==> config.mk <==
export PLATFORM = sky130hd
export DESIGN_NAME = ci_dma_controller
export DESIGN_NICKNAME = d
export VERILOG_FILES = /design/src/rtl/ci_dma_controller.sv
export SDC_FILE = /design/constraint.sdc
export NUM_CORES = 1
export LEC_CHECK = 0
export CAP_MARGIN = 20
export CORE_ASPECT_RATIO = 0.7
export CORE_UTILIZATION = 40
export CTS_CLUSTER_SIZE = 40
export DETAILED_ROUTE_END_ITERATION = 10
export DONT_BUFFER_PORTS = 1
export GPL_ROUTABILITY_DRIVEN = 0
export GPL_TIMING_DRIVEN = 0
export PLACE_DENSITY = 0.58
export SYNTH_ARGS = -nofsm -noshare
export SYNTH_HDL_FRONTEND = slang
export SYNTH_SLANG_ARGS = --single-unit
==> constraint.sdc <==
create_clock -name clock -period 5.97 [get_ports clock]
set_clock_uncertainty 0.05 [all_clocks]
set_input_delay 0.597 -clock clock [delete_from_list [all_inputs] [get_ports clock]]
set_output_delay 0.597 -clock clock [all_outputs]
set_load 0.05 [all_outputs]
==> src/rtl/ci_dma_controller.sv <==
// Burst DMA between CI memory and the bus, in either direction; one word per cycle, memory reads one cycle ahead.
// busyIn stalls the outgoing stream with no word lost; busErrorIn aborts through ERROR back to IDLE.
module ci_dma_controller #(
    parameter int MEM_AW = 9,
    parameter int BUS_W  = 32
) (
    input  logic              clock,
    input  logic              reset,
    input  logic              cfgWe,
    input  logic [2:0]        cfgSel,
    input  logic [31:0]       cfgData,
    output logic [31:0]       cfgResult,
    output logic [MEM_AW-1:0] memAddr,
    output logic              memWe,
    output logic [BUS_W-1:0]  memWData,
    input  logic [BUS_W-1:0]  memRData,
    output logic              requestBus,
    output logic              beginTransaction,
    output logic              readNotWrite,
    output logic              endTransactionOut,
    output logic              dataValidOut,
    output logic [31:0]       addressData,
    output logic [7:0]        burstSize,
    input  logic              busGrant,
    input  logic              endTransactionIn,
    input  logic              dataValidIn,
    input  logic              busyIn,
    input  logic              busErrorIn,
    input  logic [31:0]       dataIn
);
    typedef enum logic [2:0] {S_IDLE, S_REQUEST, S_BEGIN, S_READ, S_WRITE, S_END, S_ERROR} state_t;
    state_t state, state_nxt;

    logic [31:0]       bus_start;
    logic [MEM_AW-1:0] mem_start;
    logic [9:0]        block_size;
    logic [7:0]        burst_len;
    logic [9:0]        remaining;
    logic [8:0]        burst_cnt;
    logic [8:0]        burst_words;
    logic              error;
    logic              to_mem;

    logic       busy, start, abort, rd_take, wr_take, last_word;
    logic [9:0] rem_m1;
    logic [7:0] burst_sz;

    assign busy      = (state != S_IDLE);
    assign start     = cfgWe && !busy && (cfgSel == 3'd5) && (cfgData[0] || cfgData[1]);
    assign abort     = busy && busErrorIn && (state != S_ERROR);
    assign rem_m1    = remaining - 10'd1;
    assign burst_sz  = (rem_m1 < {2'b00, burst_len}) ? rem_m1[7:0] : burst_len;
    assign rd_take   = (state == S_READ) && dataValidIn && !busErrorIn && (remaining != 10'd0);
    assign wr_take   = (state == S_WRITE) && !busyIn && !busErrorIn;
    assign last_word = ((burst_cnt + 9'd1) == burst_words);

    always_ff @(posedge clock or negedge reset) begin
        if (!reset) state <= S_IDLE;
        else        state <= state_nxt;
    end

    always_comb begin
        state_nxt = state;
        if (abort) begin
            state_nxt = S_ERROR;
        end else begin
            case (state)
                S_IDLE:    if (start && block_size != 10'd0) state_nxt = S_REQUEST;
                S_REQUEST: if (busGrant) state_nxt = S_BEGIN;
                S_BEGIN:   state_nxt = to_mem ? S_READ : S_WRITE;
                S_READ:    if (endTransactionIn) state_nxt = S_END;
                S_WRITE:   if (wr_take && last_word) state_nxt = S_END;
                S_END:     state_nxt = (remaining != 10'd0) ? S_REQUEST : S_IDLE;
                S_ERROR:   state_nxt = S_IDLE;
                default:   state_nxt = S_IDLE;
            endcase
        end
    end

    // memAddr runs one word ahead of an accepted write so the next word is already on memRData
    always_comb begin
        requestBus        = 1'b0;
        beginTransaction  = 1'b0;
        readNotWrite      = 1'b0;
        endTransactionOut = 1'b0;
        dataValidOut      = 1'b0;
        addressData       = 32'd0;
        burstSize         = 8'd0;
        memAddr           = mem_start;
        memWe             = 1'b0;
        memWData          = BUS_W'(dataIn);
        case (state)
            S_REQUEST: requestBus = 1'b1;
            S_BEGIN: begin
                requestBus       = 1'b1;
                beginTransaction = 1'b1;
                addressData      = bus_start;
                burstSize        = burst_sz;
                readNotWrite     = to_mem;
            end
            S_READ: begin
                requestBus = 1'b1;
                memWe      = rd_take;
            end
            S_WRITE: begin
                requestBus   = 1'b1;
                dataValidOut = !busyIn;
                addressData  = 32'(memRData);
                if (wr_take) memAddr = mem_start + MEM_AW'(1);
            end
            S_END:   endTransactionOut = !to_mem;
            default: ;
        endcase
    end

    always_ff @(posedge clock or negedge reset) begin
        if (!reset) begin
            bus_start   <= 32'd0;
            mem_start   <= '0;
            block_size  <= 10'd0;
            burst_len   <= 8'd0;
            remaining   <= 10'd0;
            burst_cnt   <= 9'd0;
            burst_words <= 9'd0;
            error       <= 1'b0;
            to_mem      <= 1'b0;
        end else begin
            if (cfgWe && !busy) begin
                case (cfgSel)
                    3'd1:    bus_start  <= cfgData;
                    3'd2:    mem_start  <= cfgData[MEM_AW-1:0];
                    3'd3:    block_size <= cfgData[9:0];
                    3'd4:    burst_len  <= cfgData[7:0];
                    default: ;
                endcase
            end
            if (start) begin
                error     <= 1'b0;
                to_mem    <= cfgData[0];
                remaining <= block_size;
            end
            if (state == S_BEGIN) begin
                burst_cnt   <= 9'd0;
                burst_words <= {1'b0, burst_sz} + 9'd1;
            end
            if (rd_take || wr_take) begin
                mem_start <= mem_start + MEM_AW'(1);
                remaining <= remaining - 10'd1;
                burst_cnt <= burst_cnt + 9'd1;
            end
            if (state == S_END) bus_start <= bus_start + {21'd0, burst_cnt, 2'b00};
            if (abort) error <= 1'b1;
        end
    end

    always_comb begin
        cfgResult = 32'd0;
        case (cfgSel)
            3'd1:    cfgResult = bus_start;
            3'd2:    cfgResult = {{(32-MEM_AW){1'b0}}, mem_start};
            3'd3:    cfgResult = {22'd0, block_size};
            3'd4:    cfgResult = {24'd0, burst_len};
            3'd5:    cfgResult = {30'd0, error, busy};
            default: cfgResult = 32'd0;
        endcase
    end
endmodule

==> flow_metrics.py, run 1 <==
metrics = {
    "global_route": {
        "grt_pass1_vias": 5933,
        "grt_pass1_wl_mm": 36.8,
        "grt.total_usage_pct": 26.7,
        "grt_antenna_before_repair": 1,
        "grt_max_degree": 93,
        "grt-ovfl-total": 0,
    },
    "power_and_ir_drop": {
        "p_leak_uw": 0.00324,
        "peakVddDrop_mv": 0.242,
        "powerDensity_mw_per_mm2": 604,
    },
    "drt": {
        "wl_per_cell_microns": 22.1,
        "dr.pass1.iters": 5,
        "drt-initial-drc-count": 610,
        "num_vias": 6761,
        "ant_nets": 0,
        "viasPerCell": 6.13,
        "drc_errors": 0,
        "drt_wl_total_mm": 24.4,
    },
    "clocking": {
        "cts_root_buf": "clkbuf_16",
        "cts_tree": "done",
        "clockBufferDepth": 2,
        "insertion_delay_ps": 350,
        "clk_pin_slew_ps": 70,
        "cts_resized": 0,
        "cts_made_buffers": 9,
        "cts_sinks": 92,
        "htree_num_levels": 3,
    },
    "critical_path": {
        "critPathCaptureType": "output port",
        "cp.required_ps": 5320,
        "path_max_fanout": 10,
        "path_class": "reg -> out",
        "cp_data_arrival_time_ps": 4430,
        "worstSetupStartpointType": "flop",
    },
    "synthesis": {
        "yosys_warnings": 0,
        "seq_area_frac_synth_pct": 32.8,
        "synth_cell_types": 68,
        "netlist_top_cells_area": "dfrtp_1 (33%), nand2_1 (5.6%), o21ai_0 (3.9%), a22o_1 (3.7%), ha_1 (3.6%)",
        "synth_edf_count": 0,
        "syn_area_per_cell_sq_um": 8.24,
        "async_reset_ff_share_pct": 100,
        "synth_ff_type": "dfrtp_1",
        "ys_seq_elements": 92,
        "synth.top_cell.area_share_pct": 32.8,
        "syn_inst": 852,
        "synth_area_sq_mm": 0.00702,
        "synth_fp_nets": 980,
        "synth_top_area_cell": "dfrtp_1",
    },
    "sta": {
        "relSlewSlack_pct": 24.1,
        "setup_viol": 0,
        "drv_slew": 0,
        "hold_violations": 0,
        "post-route-period-util_pct": 85.0,
        "setup_tns_ps": 0,
        "rsz0062_at_grt": "no",
        "finalCriticalPeriod_ps": 5080,
        "worst_slew_pin_slew_ps": 1160,
        "clock.fmax_mhz": 197,
    },
    "placement": {
        "dp_hpwl_mm": 18.9,
        "port-buffer-count": 0,
    },
    "floorplan": {
        "start_util_pct": 40.9,
        "core-area_sq_mm": 0.0172,
        "num_rows": 40,
        "die_area_sq_mm": 0.0181,
        "fp.dieH_microns": 113,
        "ios": 226,
        "die_w_microns": 160,
    },
    "layout": {
        "final_common_cell": "nand2_1",
        "layout_common_cells": "nand2_1 (104), dfrtp_1 (92), nor2_1 (59)",
        "num-nets-final": 996,
        "drive_gt1_share_pct": 11.5,
        "area_growth_syn_to_layout_pct": 9.97,
        "final_util_pct": 45.0,
        "fillers": 1733,
        "antenna-diode-count": 0,
    },
    "run": {
        "max_cap_viol_count": 0,
    },
    "worst_hold_path": {
        "hold_path.class": "in -> async",
    },
    "outcome": {
        "status": "completed",
    },
}
sequential cells by signal, summed over array words and instances (netlist names):
name / flops
remaining: 10
error: 1
block_size: 10
burst_cnt: 9
burst_words: 9
bus_start: 32
state: 3
burst_len: 8
mem_start: 9
to_mem: 1
repair_timing:
action,CTS,global route
setup buffers,0,0
endpoints found under the hold margin,92,0
hold buffers,1,0
endpoints found under the setup margin,0,0
critical path, cell delays in order (launching register included):
cell and delay (ps):
dfrtp_1 450, inv_1 200, ha_1 170, clkbuf_1 330
xor2_1 430, ha_1 330, a211o_1 290, a31o_2 220
a221oi_2 260, o211ai_2 210, clkbuf_1 290, nor2_1 160
a21oi_1 50, nor2_1 690
layer usage:
metal | vias to the layer above | wire (microns) | GRT usage, %
met3 | 25 | 2480 | 6.74
met1 | 3333 | 11800 | 41.9
met4 | 0 | 245 | 5.14
li1 | 3085 | - | -
met2 | 318 | 9850 | 36.3
met5 | - | 0 | 0
per-stage QoR:
| stage | cell area [sq um] | instances | setup WS [ps] | total power [uW] | hold slack, ps |
|---|---|---|---|---|---|
| floorplan | 7020 | 852 | 1440 | 3330 | 251 |
| global placement | 7310 | 1083 | 867 | 3910 | 255 |
| detailed placement | 7350 | 1086 | 1290 | 3960 | 255 |
| CTS | 7700 | 1102 | 910 | 4610 | 139 |
| global route | 7720 | 1103 | 628 | 4930 | 146 |
| finish | 7720 | 1103 | 893 | 4660 | 106 |
final timing paths:
path / start / endpoint / slack [ps] / cells after the start
hold / removal: reset / bus_start[28] / 110 / 1
max in group asynchronous: reset / mem_start[7] / 5360 / 1
min in group clock: cfgData[0] / bus_start[0] / 310 / 2
setup reg to reg: remaining[0] / burst_words[4] / 1270 / 18
setup / recovery: remaining[0] / burstSize[5] / 890 / 13
hold reg to reg: error / error / 440 / 2
Yosys cell counts (5+ instances only):
cell type	count
buf_4	32
buf_2	8
nor2b_1	5
or3_1	10
inv_1	25
nor2_1	59
o21ai_0	54
clkbuf_1	40
o311ai_0	10
mux2i_1	14
nor3_1	24
nand3_1	41
xnor2_1	24
a221o_1	8
dfrtp_1	92
o211ai_1	14
nor3b_1	5
o221a_2	5
a22o_1	30
and3_1	17
xor2_1	20
o31ai_1	6
nand2b_1	7
a22oi_1	10
o21ai_1	7
nand2_1	104
and2_1	25
nor4_1	6
mux2_2	12
ha_1	20
a21oi_1	44
or4_1	6
power by group:
part           total, uW  switching, uW  internal [uW]  leakage (uW)
Clock                640            253            387      0.000158
Combinational       2740           1950            788       0.00196
Sequential          1280            392            893       0.00113
Total               4660           2590           2070       0.00324
logic make-up after synthesis:
logic type | after synthesis | share of synthesized area, %
buffers and inverters | 111 | 8.24
AND/OR/NAND/NOR | 335 | 23.9
AO/OA/AOI/OAI | 223 | 21.8
multiplexers | 26 | 3.92
adder cells (fa/ha/maj) | 21 | 3.85
XOR/XNOR | 44 | 5.49
flip-flops | 92 | 32.8
cell type report:
cell class	instances	area, sq um	area share (%)
Clock inverter	4	72.6	0.940
Multi-Input combinational cell	649	4160	53.9
Buffer	86	484	6.27
Tap cell	231	289	3.75
Sequential cell	92	2300	29.8
Timing Repair Buffer	5	65.1	0.843
Clock buffer	11	253	3.27
Inverter	25	93.8	1.22
Power figures use the tool's default switching activity.
==> run 2: changes to the inputs <==
--- a/config.mk
+++ b/config.mk
@@ -13,7 +13,6 @@
 export DONT_BUFFER_PORTS = 1
 export GPL_ROUTABILITY_DRIVEN = 0
 export GPL_TIMING_DRIVEN = 0
-export PLACE_DENSITY = 0.58
 export SYNTH_ARGS = -nofsm -noshare
 export SYNTH_HDL_FRONTEND = slang
 export SYNTH_SLANG_ARGS = --single-unit
==> flow_metrics.py, run 2 (synthesized netlist as in run 1, its figures left out) <==
metrics = {
    "layout": {
        "largest_registers": "bus_start: 32 flops, block_size: 10 flops, remaining: 10 flops",
        "fillers": 1765,
        "area_growth_syn_to_layout_pct": 10.3,
        "multi_input_area_sq_mm": 0.00416,
        "regArea_sq_mm": 0.00230,
        "num-nets-final": 997,
        "final_common_cell": "nand2_1",
        "drive_gt1_share_pct": 11.6,
        "layout_common_cells": "nand2_1 (104), dfrtp_1 (92), nor2_1 (59)",
        "largest_reg_flops": 32,
        "largest-register": "bus_start",
    },
    "drt": {
        "drc_errors": 0,
        "dr.pass1.iters": 5,
        "ant_nets": 0,
        "viasPerCell": 6.09,
        "wl_per_cell_microns": 22.1,
        "num_vias": 6733,
        "drt_wl_total_mm": 24.4,
        "drt-initial-drc-count": 635,
    },
    "global_route": {
        "grt-ovfl-total": 0,
        "grt_pass1_wl_mm": 36.8,
        "use_met2_pct": 36.1,
        "grtUsageMet1_pct": 42.2,
        "grt_max_degree": 93,
        "grt_pass1_vias": 5955,
        "grt_antenna_before_repair": 2,
        "top_usage_layer": "met1",
        "use_met3_pct": 7.15,
        "grt.total_usage_pct": 26.9,
    },
    "critical_path": {
        "path_max_fanout": 10,
        "cp.depth": 13,
        "crit_chain": "inv_1 > ha_1 > clkbuf_1 > xor2_1 > ha_1 > a211o_1 > a31o_2 > a221oi_2 > o211ai_2 > clkbuf_1 > nor2_1 > a21oi_1 > nor2_1",
        "cpPeakStageDelay_ps": 690,
        "cp.required_ps": 5320,
        "rr_startpoint": "remaining[0]",
        "critPathBufInv": 3,
        "crit_start": "remaining[0]",
        "crit_family": "compound AO/OA/AOI/OAI gates",
        "critPathSlowestCell": "nor2_1",
        "path_class": "reg -> out",
        "cp_data_arrival_time_ps": 4480,
        "worstSetupStartpointType": "flop",
        "critPathCaptureType": "output port",
        "worstRegToRegCells": 19,
    },
    "power_and_ir_drop": {
        "p_leak_uw": 0.00325,
        "peakVddDrop_mv": 0.231,
        "powerDensity_mw_per_mm2": 606,
        "total_power_uw": 4690,
    },
    "clocking": {
        "cts_sinks": 92,
        "clk_pin_slew_ps": 70,
        "cts_made_buffers": 9,
        "postCtsSetupBuffers": 0,
        "cts_tree": "done",
        "clockBufferDepth": 2,
        "insertion_delay_ps": 350,
        "htree_num_levels": 3,
        "cts_root_buf": "clkbuf_16",
    },
    "sta": {
        "drv_slew": 0,
        "setup_viol": 0,
        "relSlewSlack_pct": 21.6,
        "hold_violations": 0,
        "rsz0062_at_grt": "no",
        "post-route-period-util_pct": 85.8,
        "finalCriticalPeriod_ps": 5120,
        "setup_tns_ps": 0,
        "worst_slew_pin_slew_ps": 1190,
        "clock.fmax_mhz": 195,
    },
    "floorplan": {
        "start_util_pct": 40.9,
        "die_area_sq_mm": 0.0181,
        "ios": 226,
        "die_w_microns": 160,
        "num_rows": 40,
        "fp.dieH_microns": 113,
        "core-area_sq_mm": 0.0172,
    },
    "placement": {
        "dp_hpwl_mm": 19.1,
        "port-buffer-count": 0,
    },
    "run": {
        "max_cap_viol_count": 0,
    },
    "outcome": {
        "status": "completed",
    },
    "worst_hold_path": {
        "hold_path.class": "in -> async",
    },
}
==> run 2: changes by cell type in the layout (fill, tap and decap cells not counted) <==
cell / change
buf_4: +1
clkbuf_1: +1
clkbuf_8: +1
clkinv_2: -1
diode_2: +1
o21ai_0: +1
o21ai_1: -1
==> run 2: worst paths after layout <==
| path | end | slack [ps] |
|---|---|---|
| max reg2reg | burst_words[4] | 1330 |
| min | bus_start[15] | 70 |
| min reg2reg | error | 440 |
| min in group clock | bus_start[0] | 310 |
| max | burstSize[5] | 850 |
| max in group asynchronous | burst_words[3] | 5330 |
==> run 2: layer usage <==
| layer | share of wire [%] | routed length (microns) |
|---|---|---|
| met5 | 0 | 0 |
| met4 | 1.1 | 267 |
| met3 | 11 | 2610 |
| met2 | 40 | 9860 |
| met1 | 48 | 11700 |
==> run 2: per-stage QoR <==
step / hold WS [ps] / util (%) / cells / cell area, sq um / setup WS, ps
after CTS: 133 / 45.1 / 1105 / 7740 / 866
after floorplan: 251 / - / 852 / 7020 / 1440
after global routing: 135 / 45.1 / 1106 / 7740 / 608
after detailed placement: 256 / 42.9 / 1088 / 7370 / 1270
after global placement: 256 / 42.6 / 1083 / 7310 / 832
final: 72.9 / 45.1 / 1106 / 7740 / 846
==> run 2: report_power, final <==
part / total (uW) / internal [uW] / leakage, uW / switching [uW]
combinational: 2740 / 792 / 0.00196 / 1950
clock: 655 / 402 / 0.000162 / 253
sequential: 1290 / 893 / 0.00113 / 394
total: 4690 / 2090 / 0.00325 / 2600
==> run 2: final cells by class <==
class                   count  share of cell area, %
multi-input cells         649                   53.7
flip-flops and latches     92                   29.7
plain buffers              86                   6.26
well taps                 231                   3.73
clock buffers              13                   3.49
inverters                  25                   1.21
repair buffers              6                  0.938
clock inverters             3                  0.873
diodes                      1                 0.0323
==> run 2: worst register-to-register path: stages, from the launching register on <==
cell and delay (ps):
dfrtp_1 460, inv_1 210, ha_1 180, clkbuf_1 330, xor2_1 430, ha_1 330
a211o_1 290, a31o_2 220, a221oi_2 260, o211ai_2 210, buf_2 240, nand2_1 80
o21ai_1 120, ha_1 300, o21ai_0 100, o21ai_0 100, a31oi_1 230, xnor2_1 90
o21ai_0 200, o21ai_1 80
==> run 2: what timing repair did <==
item	in CTS	in global routing
hold endpoints to repair	92	0
hold buffers	1	0
gates resized for setup	0	0
==> run 3: changes to the inputs <==
--- a/config.mk
+++ b/config.mk
@@ -8,6 +8,7 @@
 export CAP_MARGIN = 20
 export CORE_ASPECT_RATIO = 0.7
 export CORE_UTILIZATION = 40
+export CTS_BUF_LIST = sky130_fd_sc_hd__clkbuf_8
 export CTS_CLUSTER_SIZE = 40
 export DETAILED_ROUTE_END_ITERATION = 10
 export DONT_BUFFER_PORTS = 1
==> constraint.sdc (replaced) <==
create_clock -name clock -period 5.5 [get_ports clock]
set_clock_uncertainty 0.05 [all_clocks]
set_input_delay 0.55 -clock clock [delete_from_list [all_inputs] [get_ports clock]]
set_output_delay 0.55 -clock clock [all_outputs]
set_load 0.05 [all_outputs]
==> flow_metrics.py, run 3 (synthesized netlist as in run 1, its figures left out) <==
metrics = {
    "sta": {
        "relSlewSlack_pct": 21.9,
        "finalCriticalPeriod_ps": 5140,
        "whs_ps": -1.87,
        "post-route-period-util_pct": 93.4,
        "setup_slack_ps": 362,
        "setup_tns_ps": 0,
        "setup_viol": 0,
        "drv_slew": 0,
        "rsz0062_at_grt": "no",
        "hold_violations": 1,
        "clock.fmax_mhz": 195,
        "worst_slew_pin_slew_ps": 1190,
    },
    "clocking": {
        "cts_sinks": 92,
        "cts_made_buffers": 9,
        "cts_tree": "done",
        "cts_root_buf": "clkbuf_8",
        "cts_resized": 0,
        "insertion_delay_ps": 380,
        "htree_num_levels": 3,
        "clockBufferDepth": 2,
        "clk_pin_slew_ps": 90,
    },
    "drt": {
        "wl_met1_mm": 11.6,
        "dr_wl_met2_mm": 9.85,
        "route.met3.wl_mm": 2.77,
        "drc_errors": 0,
        "dr.pass1.iters": 5,
        "num_vias": 6690,
        "drt_wl_total_mm": 24.5,
        "ant_nets": 0,
        "drt-initial-drc-count": 668,
        "viasPerCell": 6.05,
        "routed.top_layer": "met4",
        "wl_per_cell_microns": 22.2,
    },
    "floorplan": {
        "die_w_microns": 160,
        "fp.dieH_microns": 113,
        "die_area_sq_mm": 0.0181,
        "core-area_sq_mm": 0.0172,
        "start_util_pct": 40.9,
        "num_rows": 40,
        "ios": 226,
    },
    "outcome": {
        "violations": "hold timing",
        "status": "complete, but fails checks",
    },
    "placement": {
        "dp_hpwl_mm": 19.1,
        "place_area_sq_mm": 0.00737,
        "place_ws_ps": 850,
        "port-buffer-count": 0,
    },
    "global_route": {
        "grt-ovfl-total": 0,
        "grt_max_degree": 93,
        "grt_pass1_vias": 5958,
        "grt_antenna_before_repair": 2,
        "grt.total_usage_pct": 26.9,
        "grt_pass1_wl_mm": 36.8,
    },
    "critical_path": {
        "critPathCaptureType": "output port",
        "cp_data_arrival_time_ps": 4540,
        "path_class": "reg -> out",
        "worstSetupStartpointType": "flop",
        "cp.required_ps": 4900,
        "path_max_fanout": 10,
    },
    "layout": {
        "num-nets-final": 997,
        "layout_common_cells": "nand2_1 (104), dfrtp_1 (92), nor2_1 (59)",
        "largest_registers": "bus_start: 32 flops, block_size: 10 flops, remaining: 10 flops",
        "fillers": 1777,
        "fin_area_sq_mm": 0.00764,
        "final_util_pct": 44.5,
        "largest-register": "bus_start",
        "area_growth_syn_to_layout_pct": 8.84,
        "largest_reg_flops": 32,
        "final_common_cell": "nand2_1",
        "drive_gt1_share_pct": 11.6,
    },
    "worst_hold_path": {
        "hold_path.class": "in -> async",
    },
    "run": {
        "max_cap_viol_count": 0,
    },
    "power_and_ir_drop": {
        "powerDensity_mw_per_mm2": 644,
        "peakVddDrop_mv": 0.251,
        "p_leak_uw": 0.00321,
    },
}
==> run 3: cell types whose count changed in the layout (fill, tap and decap cells not counted) <==
cell / before / now
clkbuf_1: 41 / 40
inv_1: 25 / 26
clkbuf_16: 9 / 0
clkbuf_8: 3 / 12
==> run 3: worst paths after layout <==
path / startpoint / endpoint / slack, ps / cells after the start
worst max-delay path: remaining[0] / burstSize[5] / 360 / 13
worst min-delay path: reset / bus_start[15] / -2 / 1
worst max register to register: remaining[0] / burst_words[4] / 800 / 18
worst min register to register: error / error / 440 / 2
max in group asynchronous: reset / burst_cnt[4] / 4940 / 1
min in group clock: cfgData[12] / bus_start[12] / 240 / 2
==> run 3: area by class of cell <==
type                       count  area, sq um  area share [%]
multi-input combinational    649         4160            54.4
antenna                        1         2.50          0.0328
sequential                    92         2300            30.1
timing repair buffer           6         72.6           0.950
clock buffer                  12          165            2.16
tap                          231          289            3.78
buffer                        86          484            6.34
inverter                      25         93.8            1.23
clock inverter                 4         71.3           0.934
==> run 3: where the power goes <==
part           switching [uW]  leakage (uW)  internal (uW)
Clock                     252      0.000120            292
Combinational            2120       0.00196            860
Sequential                429       0.00113            967
Total                    2800       0.00321           2120
==> run 3: layer usage <==
| metal | global-route usage [%] | vias to the layer above |
|---|---|---|
| met4 | 5.46 | 0 |
| met3 | 7.11 | 27 |
| met5 | 0 | - |
| met1 | 42.3 | 3230 |
| li1 | - | 3091 |
| met2 | 35.9 | 342 |
==> run 3: stage by stage <==
step | total power, uW | cells
finish | 4920 | 1106
global route | 5210 | 1106
CTS | 4880 | 1105
detailed placement | 4310 | 1088
global placement | 4240 | 1083
floorplan | 3620 | 852
==> run 3: what timing repair did <==
| action | CTS | global route |
|---|---|---|
| setup buffers | 0 | 0 |
| hold endpoints to repair | 92 | 0 |
| hold buffers | 1 | 0 |
==> run 3: critical path, stage by stage (launching register included) <==
cell and delay [ps]:
dfrtp_1 460, inv_1 220, ha_1 180, clkbuf_1 340
xor2_1 440, ha_1 340, a211o_1 290, a31o_2 220
a221oi_2 260, o211ai_2 210, clkbuf_1 300, nor2_1 160
a21oi_1 50, nor2_1 690
